--- src/rtl/readburst_avalon.sv ---
// Avalon-MM burst read responder for the readburst channel: fetches up to three
// dwords per request and returns the requested bytes aligned so byte 0 is the addressed byte.
module readburst_avalon (
  input  logic        clk,
  input  logic        rst_n,
  input  logic        readburst_do,
  output logic        readburst_done,
  input  logic [31:0] readburst_address,
  input  logic [1:0]  readburst_dword_length,
  input  logic [3:0]  readburst_byte_length,
  output logic [95:0] readburst_data,
  output logic [29:0] avm_address,
  output logic        avm_read,
  output logic [2:0]  avm_burstcount,
  input  logic        avm_waitrequest,
  input  logic [31:0] avm_readdata,
  input  logic        avm_readdatavalid
);

  typedef enum logic [1:0] {
    S_IDLE    = 2'd0,
    S_ISSUE   = 2'd1,
    S_RECEIVE = 2'd2,
    S_DONE    = 2'd3
  } state_t;

  state_t           state_q, state_d;
  logic [29:0]      addr_q, addr_d;
  logic [1:0]       offset_q, offset_d;
  logic [3:0]       blen_q, blen_d;
  logic [1:0]       count_q, count_d;
  logic [1:0]       beat_q, beat_d;
  logic [2:0][31:0] word_q, word_d;
  logic             read_q, read_d;
  logic             done_q, done_d;
  logic [95:0]      data_q, data_d;

  logic             beat_accept_s;
  logic             last_beat_s;
  logic [127:0]     shifted_s;
  logic [95:0]      aligned_s;

  // A beat in the accepting ISSUE cycle counts too, for zero-latency slaves.
  assign beat_accept_s = avm_readdatavalid &&
                         (((state_q == S_ISSUE) && !avm_waitrequest) || (state_q == S_RECEIVE));
  assign last_beat_s   = beat_accept_s && (beat_q == (count_q - 2'd1));

  // State register
  always_ff @(posedge clk or negedge rst_n) begin
    if (!rst_n) begin
      state_q <= S_IDLE;
    end else begin
      state_q <= state_d;
    end
  end

  // Next-state logic
  always_comb begin
    state_d = state_q;
    case (state_q)
      S_IDLE: begin
        if (readburst_do) state_d = S_ISSUE;
        else              state_d = S_IDLE;
      end
      S_ISSUE: begin
        if (!avm_waitrequest) state_d = last_beat_s ? S_DONE : S_RECEIVE;
        else                  state_d = S_ISSUE;
      end
      S_RECEIVE: begin
        if (last_beat_s) state_d = S_DONE;
        else             state_d = S_RECEIVE;
      end
      S_DONE:  state_d = S_IDLE;
      default: state_d = S_IDLE;
    endcase
  end

  // Request context latch and beat capture
  always_comb begin
    addr_d   = addr_q;
    offset_d = offset_q;
    blen_d   = blen_q;
    count_d  = count_q;
    beat_d   = beat_q;
    word_d   = word_q;
    if ((state_q == S_IDLE) && readburst_do) begin
      addr_d   = readburst_address[31:2];
      offset_d = readburst_address[1:0];
      blen_d   = readburst_byte_length;
      count_d  = (readburst_dword_length == 2'd0) ? 2'd1 : readburst_dword_length;
      beat_d   = 2'd0;
      word_d   = 96'h0;
    end else if (beat_accept_s) begin
      beat_d = beat_q + 2'd1;
      case (beat_q)
        2'd0:    word_d[0] = avm_readdata;
        2'd1:    word_d[1] = avm_readdata;
        2'd2:    word_d[2] = avm_readdata;
        default: word_d    = word_q;
      endcase
    end else begin
      beat_d = beat_q;
    end
  end

  // Byte alignment; the zero top word supplies the fill shifted in by the offset.
  always_comb begin
    shifted_s = {32'h0, word_d} >> {offset_q, 3'b000};
    aligned_s = 96'h0;
    for (int i = 0; i < 12; i++) begin
      if (4'(i) < blen_q) aligned_s[8*i +: 8] = shifted_s[8*i +: 8];
      else                aligned_s[8*i +: 8] = 8'h00;
    end
  end

  // Output logic, computed one cycle ahead so every output is a flop
  always_comb begin
    read_d = (state_d == S_ISSUE);
    done_d = (state_d == S_DONE);
    if (state_d == S_DONE) data_d = aligned_s;
    else                   data_d = data_q;
  end

  // Datapath and output registers
  always_ff @(posedge clk or negedge rst_n) begin
    if (!rst_n) begin
      addr_q   <= 30'h0;
      offset_q <= 2'd0;
      blen_q   <= 4'd0;
      count_q  <= 2'd0;
      beat_q   <= 2'd0;
      word_q   <= 96'h0;
      read_q   <= 1'b0;
      done_q   <= 1'b0;
      data_q   <= 96'h0;
    end else begin
      addr_q   <= addr_d;
      offset_q <= offset_d;
      blen_q   <= blen_d;
      count_q  <= count_d;
      beat_q   <= beat_d;
      word_q   <= word_d;
      read_q   <= read_d;
      done_q   <= done_d;
      data_q   <= data_d;
    end
  end

  assign avm_address    = addr_q;
  assign avm_burstcount = {1'b0, count_q};
  assign avm_read       = read_q;
  assign readburst_done = done_q;
  assign readburst_data = data_q;

endmodule

--- config.mk ---
export PLATFORM = sky130hd
export DESIGN_NAME = readburst_avalon
export DESIGN_NICKNAME = d
export VERILOG_FILES = /design/src/rtl/readburst_avalon.sv
export SDC_FILE = /design/constraint.sdc
export NUM_CORES = 1
export LEC_CHECK = 0
export CORE_ASPECT_RATIO = 0.5
export CORE_MARGIN = 2
export CORE_UTILIZATION = 35
export DETAILED_ROUTE_END_ITERATION = 12
export PLACE_DENSITY_LB_ADDON = 0.15
export SYNTH_ARGS = -nofsm -noshare
export SYNTH_HDL_FRONTEND = slang
export SYNTH_SLANG_ARGS = --single-unit
--- constraint.sdc ---
create_clock -name clk -period 7.22 [get_ports clk]
set_input_delay 1.444 -clock clk [delete_from_list [all_inputs] [get_ports clk]]
set_output_delay 1.444 -clock clk [all_outputs]
set_load 0.01 [all_outputs]
==> run_results.csv <==
group,metric,value,unit
floorplan,die_w,270,um
sta,finalCritPeriodShare,55.7,%
logic_synthesis,yosysSeqAreaShare,47.8,%
clock_tree,htreeDepth,1,
clock_tree,cts_tree,"built",
finish,final_nets,1453,
clock_tree,cts_resized,0,
setup_path,critPathLaunchType,"input pin",
route,avgRoutedWirePerCell,22.9,um
grt,antenna_found_initial,3,
worst_hold_path,min_from,"avm_address[21]$_DFFE_PN0P_",
setup_path,worstPathCellList,"clkdlybuf4s50_1 -> or3b_4 -> a21boi_4 -> nand2_4 -> buf_4 -> or4_1 -> o221ai_2",
floorplan,core-area,0.0347,mm2
clock_tree,cts_made_buffers,25,
setup_path,path_max_fanout,64,
place,dp_hpwl,30300,um
floorplan,start_util,35.7,%
floorplan,ios,206,
floorplan,rows,48,
route,num_vias,10100,
sta,setup_violations,0,
sta,worst_clock_skew,17.5,ps
route,first_iter_violations,1080,
setup_path,arrival,4480,ps
outcome,status,"finished, final reports clean",
setup_path,end_kind,"flip-flop",
logic_synthesis,ys.flop_type,"dfrtp_1",
sta,worst_pin_slew,914,ps
logic_synthesis,synth_area_per_cell,10.2,um2
finish,syn2layout_area_growth,26.1,%
finish,multi_input_area,0.00599,mm2
floorplan,die_h,137,um
grt,grt_usage,23.0,%
finish,finish.utilization,45.0,%
clock_tree,clk_latency,540,ps
floorplan,dieArea,0.0369,mm2
route,drcViolationCount,0,
logic_synthesis,synthesis.area,0.0124,mm2
finish,mostFrequentLayoutCells,"nand2_1 (276), dfrtp_1 (235), clkdlybuf4s50_1 (203), mux2i_1 (160), nor2_1 (127)",
setup_path,slowest_stage,"or4_1",
route,first_pass_iters,5,
grt,grt_pass1_vias,9946,
clock_tree,ctsHoldBuffers,0,
grt,globalRouteOverflowTotal,0,
logic_synthesis,synth_edf_count,0,
sta,slew_headroom,37.3,%
grt,grt_first_pass_wirelength,64500,um
pwr,power_density,406,mW/mm2
sta,period_minus_slack,4020,ps
sta,slew_violations,0,
logic_synthesis,synth_area_leader_cell,"dfrtp_1",
route,antenna_left,0,
clock_tree,post_cts_buffers,0,
setup_path,worstReg2RegStart,"beat_q[1]$_DFFE_PN0P_",
setup_path,cp-startpoint,"avm_waitrequest",
sta,hold_violations,0,
logic_synthesis,synth.top_cell.area_share,47.8,%
setup_path,worstSetupPathType,"in2reg",
logic_synthesis,synthCells,1218,
finish,fill_cells,3316,
setup_path,cp.required,7680,ps
logic_synthesis,ys_seq_elements,236,
finish,layout_commonest_cell,"nand2_1",
grt,grt_max_degree,156,
sta,finalSetupTns,0,ps
logic_synthesis,synth_warnings,0,
clock_tree,cts-root-buf,"clkbuf_16",
setup_path,slowest_delay,810,ps
pwr,ir_drop,0.155,mV
logic_synthesis,ys_types,66,
sta,fmax,249,MHz
route,wl,42900,um
finish,seq_area,0.00591,mm2
pwr,power_leakage,7.34,nW
clock_tree,cts_buffer_depth,3,
logic_synthesis,syn-num-nets,1296,
logic_synthesis,synthTopCellsByArea,"dfrtp_1 (48%), mux2i_1 (13%), nand2_1 (8.4%), nor2_1 (3.9%), mux4_2 (2.7%)",
place,gp_congestion,0.872,
route,vias_per_cell,5.42,
job,cap_violations,0,
clock_tree,clock_sinks,236,
worst_hold_path,hp-class,"reg2reg",
place,portBuffers,204,
clock_tree,clk_pin_slew,70,ps
sta,rsz0062_at_grt,"no",
logic_synthesis,async_flop_share,100,%
finish,drive_gt1_share,8.61,%
==> worst max-delay path, delay by kind of cell <==
family / cells / cell delay, ps
and+or+nand+nor: 3 / 1470
buffers and inverters: 2 / 870
AOI/OAI and AO/OA: 2 / 620
==> synthesized netlist by cell type, types with 9 or more instances <==
library cell	count
and2_1	16
nand2_1	276
clkbuf_1	39
o21ai_0	14
a22o_1	11
o21ai_1	9
buf_2	36
mux4_1	9
mux2i_1	160
nor2_1	127
a32o_1	13
a221o_1	24
mux4_2	15
nand2b_1	13
dfrtp_1	236
nor4_1	14
mux2_2	16
a21oi_1	59
==> per-layer routing <==
layer  part of all wire [%]  track usage [%]  vias up
li1                       -                -     4622
met1                     47             34.5     5132
met2                     44             34.0      340
met3                    7.8             5.46       41
met4                    1.4             3.95        0
met5                      0                0        -
==> power breakdown <==
group | internal [W] | total, W | leakage [nW] | switching (W)
Sequential | 0.00176 | 0.00216 | 3.17 | 0.000405
Clock | 0.000798 | 0.00138 | 0.426 | 0.000586
Combinational | 0.00122 | 0.00278 | 3.74 | 0.00155
Total | 0.00378 | 0.00632 | 7.34 | 0.00255
==> kinds of logic (layout without fill, tap and decap cells) <==
| group | Yosys count | count (layout) | synth area share [%] |
|---|---|---|---|
| simple gates | 484 | 484 | 16.9 |
| flops | 236 | 236 | 47.8 |
| mux | 200 | 200 | 19.1 |
| compound gates | 193 | 193 | 11.8 |
| buf+inv | 99 | 274 | 3.99 |
| fa+ha+maj | 3 | 3 | 0.304 |
| xor+xnor | 2 | 2 | 0.142 |
| other cells | 1 | 2 | 0.0303 |
==> final timing paths <==
kind / to / slack, ps / cells after the start
max: readburst_data[71]$_DFFE_PN0N_ / 3200 / 7
min: avm_address[21]$_DFFE_PN0P_ / 470 / 2
max reg2reg: readburst_data[71]$_DFFE_PN0N_ / 3940 / 6
min reg2reg: avm_address[21]$_DFFE_PN0P_ / 470 / 2
max in group asynchronous: word_q[61]$_DFF_PN0_ / 5030 / 2
min in group asynchronous: avm_address[23]$_DFFE_PN0P_ / 880 / 1
==> registers in the layout, indices dropped and copies added, names as in the netlist <==
| signal | count |
|---|---|
| readburst_done | 1 |
| avm_address | 30 |
| offset_q | 2 |
| blen_q | 4 |
| count_q | 2 |
| beat_q | 2 |
| avm_read | 1 |
| word_q | 96 |
| state_q | 2 |
| readburst_data | 96 |
==> cell type report <==
type	instances	share of cell area [%]
Multi-Input combinational cell	883	38.4
Sequential cell	236	37.9
Timing Repair Buffer	222	14.2
Clock buffer	31	4.48
Tap cell	475	3.81
Clock inverter	14	1.05
Inverter	7	0.169
Antenna cell	1	0.0161
==> metrics by stage <==
| step | area [um2] | setup slack [ps] | hold WS (ps) | power (W) | cells |
|---|---|---|---|---|---|
| floorplan | 12400 | 3900 | 481 | 0.00375 | 1218 |
| global placement | 14700 | 2680 | 458 | 0.00489 | 1823 |
| detailed placement | 14700 | 2690 | 461 | 0.00494 | 1823 |
| CTS | 15600 | 3220 | 477 | 0.00633 | 1868 |
| global route | 15600 | 3100 | 493 | 0.00667 | 1868 |
| finish | 15600 | 3200 | 473 | 0.00632 | 1869 |
(Power assumes the default switching activity.)
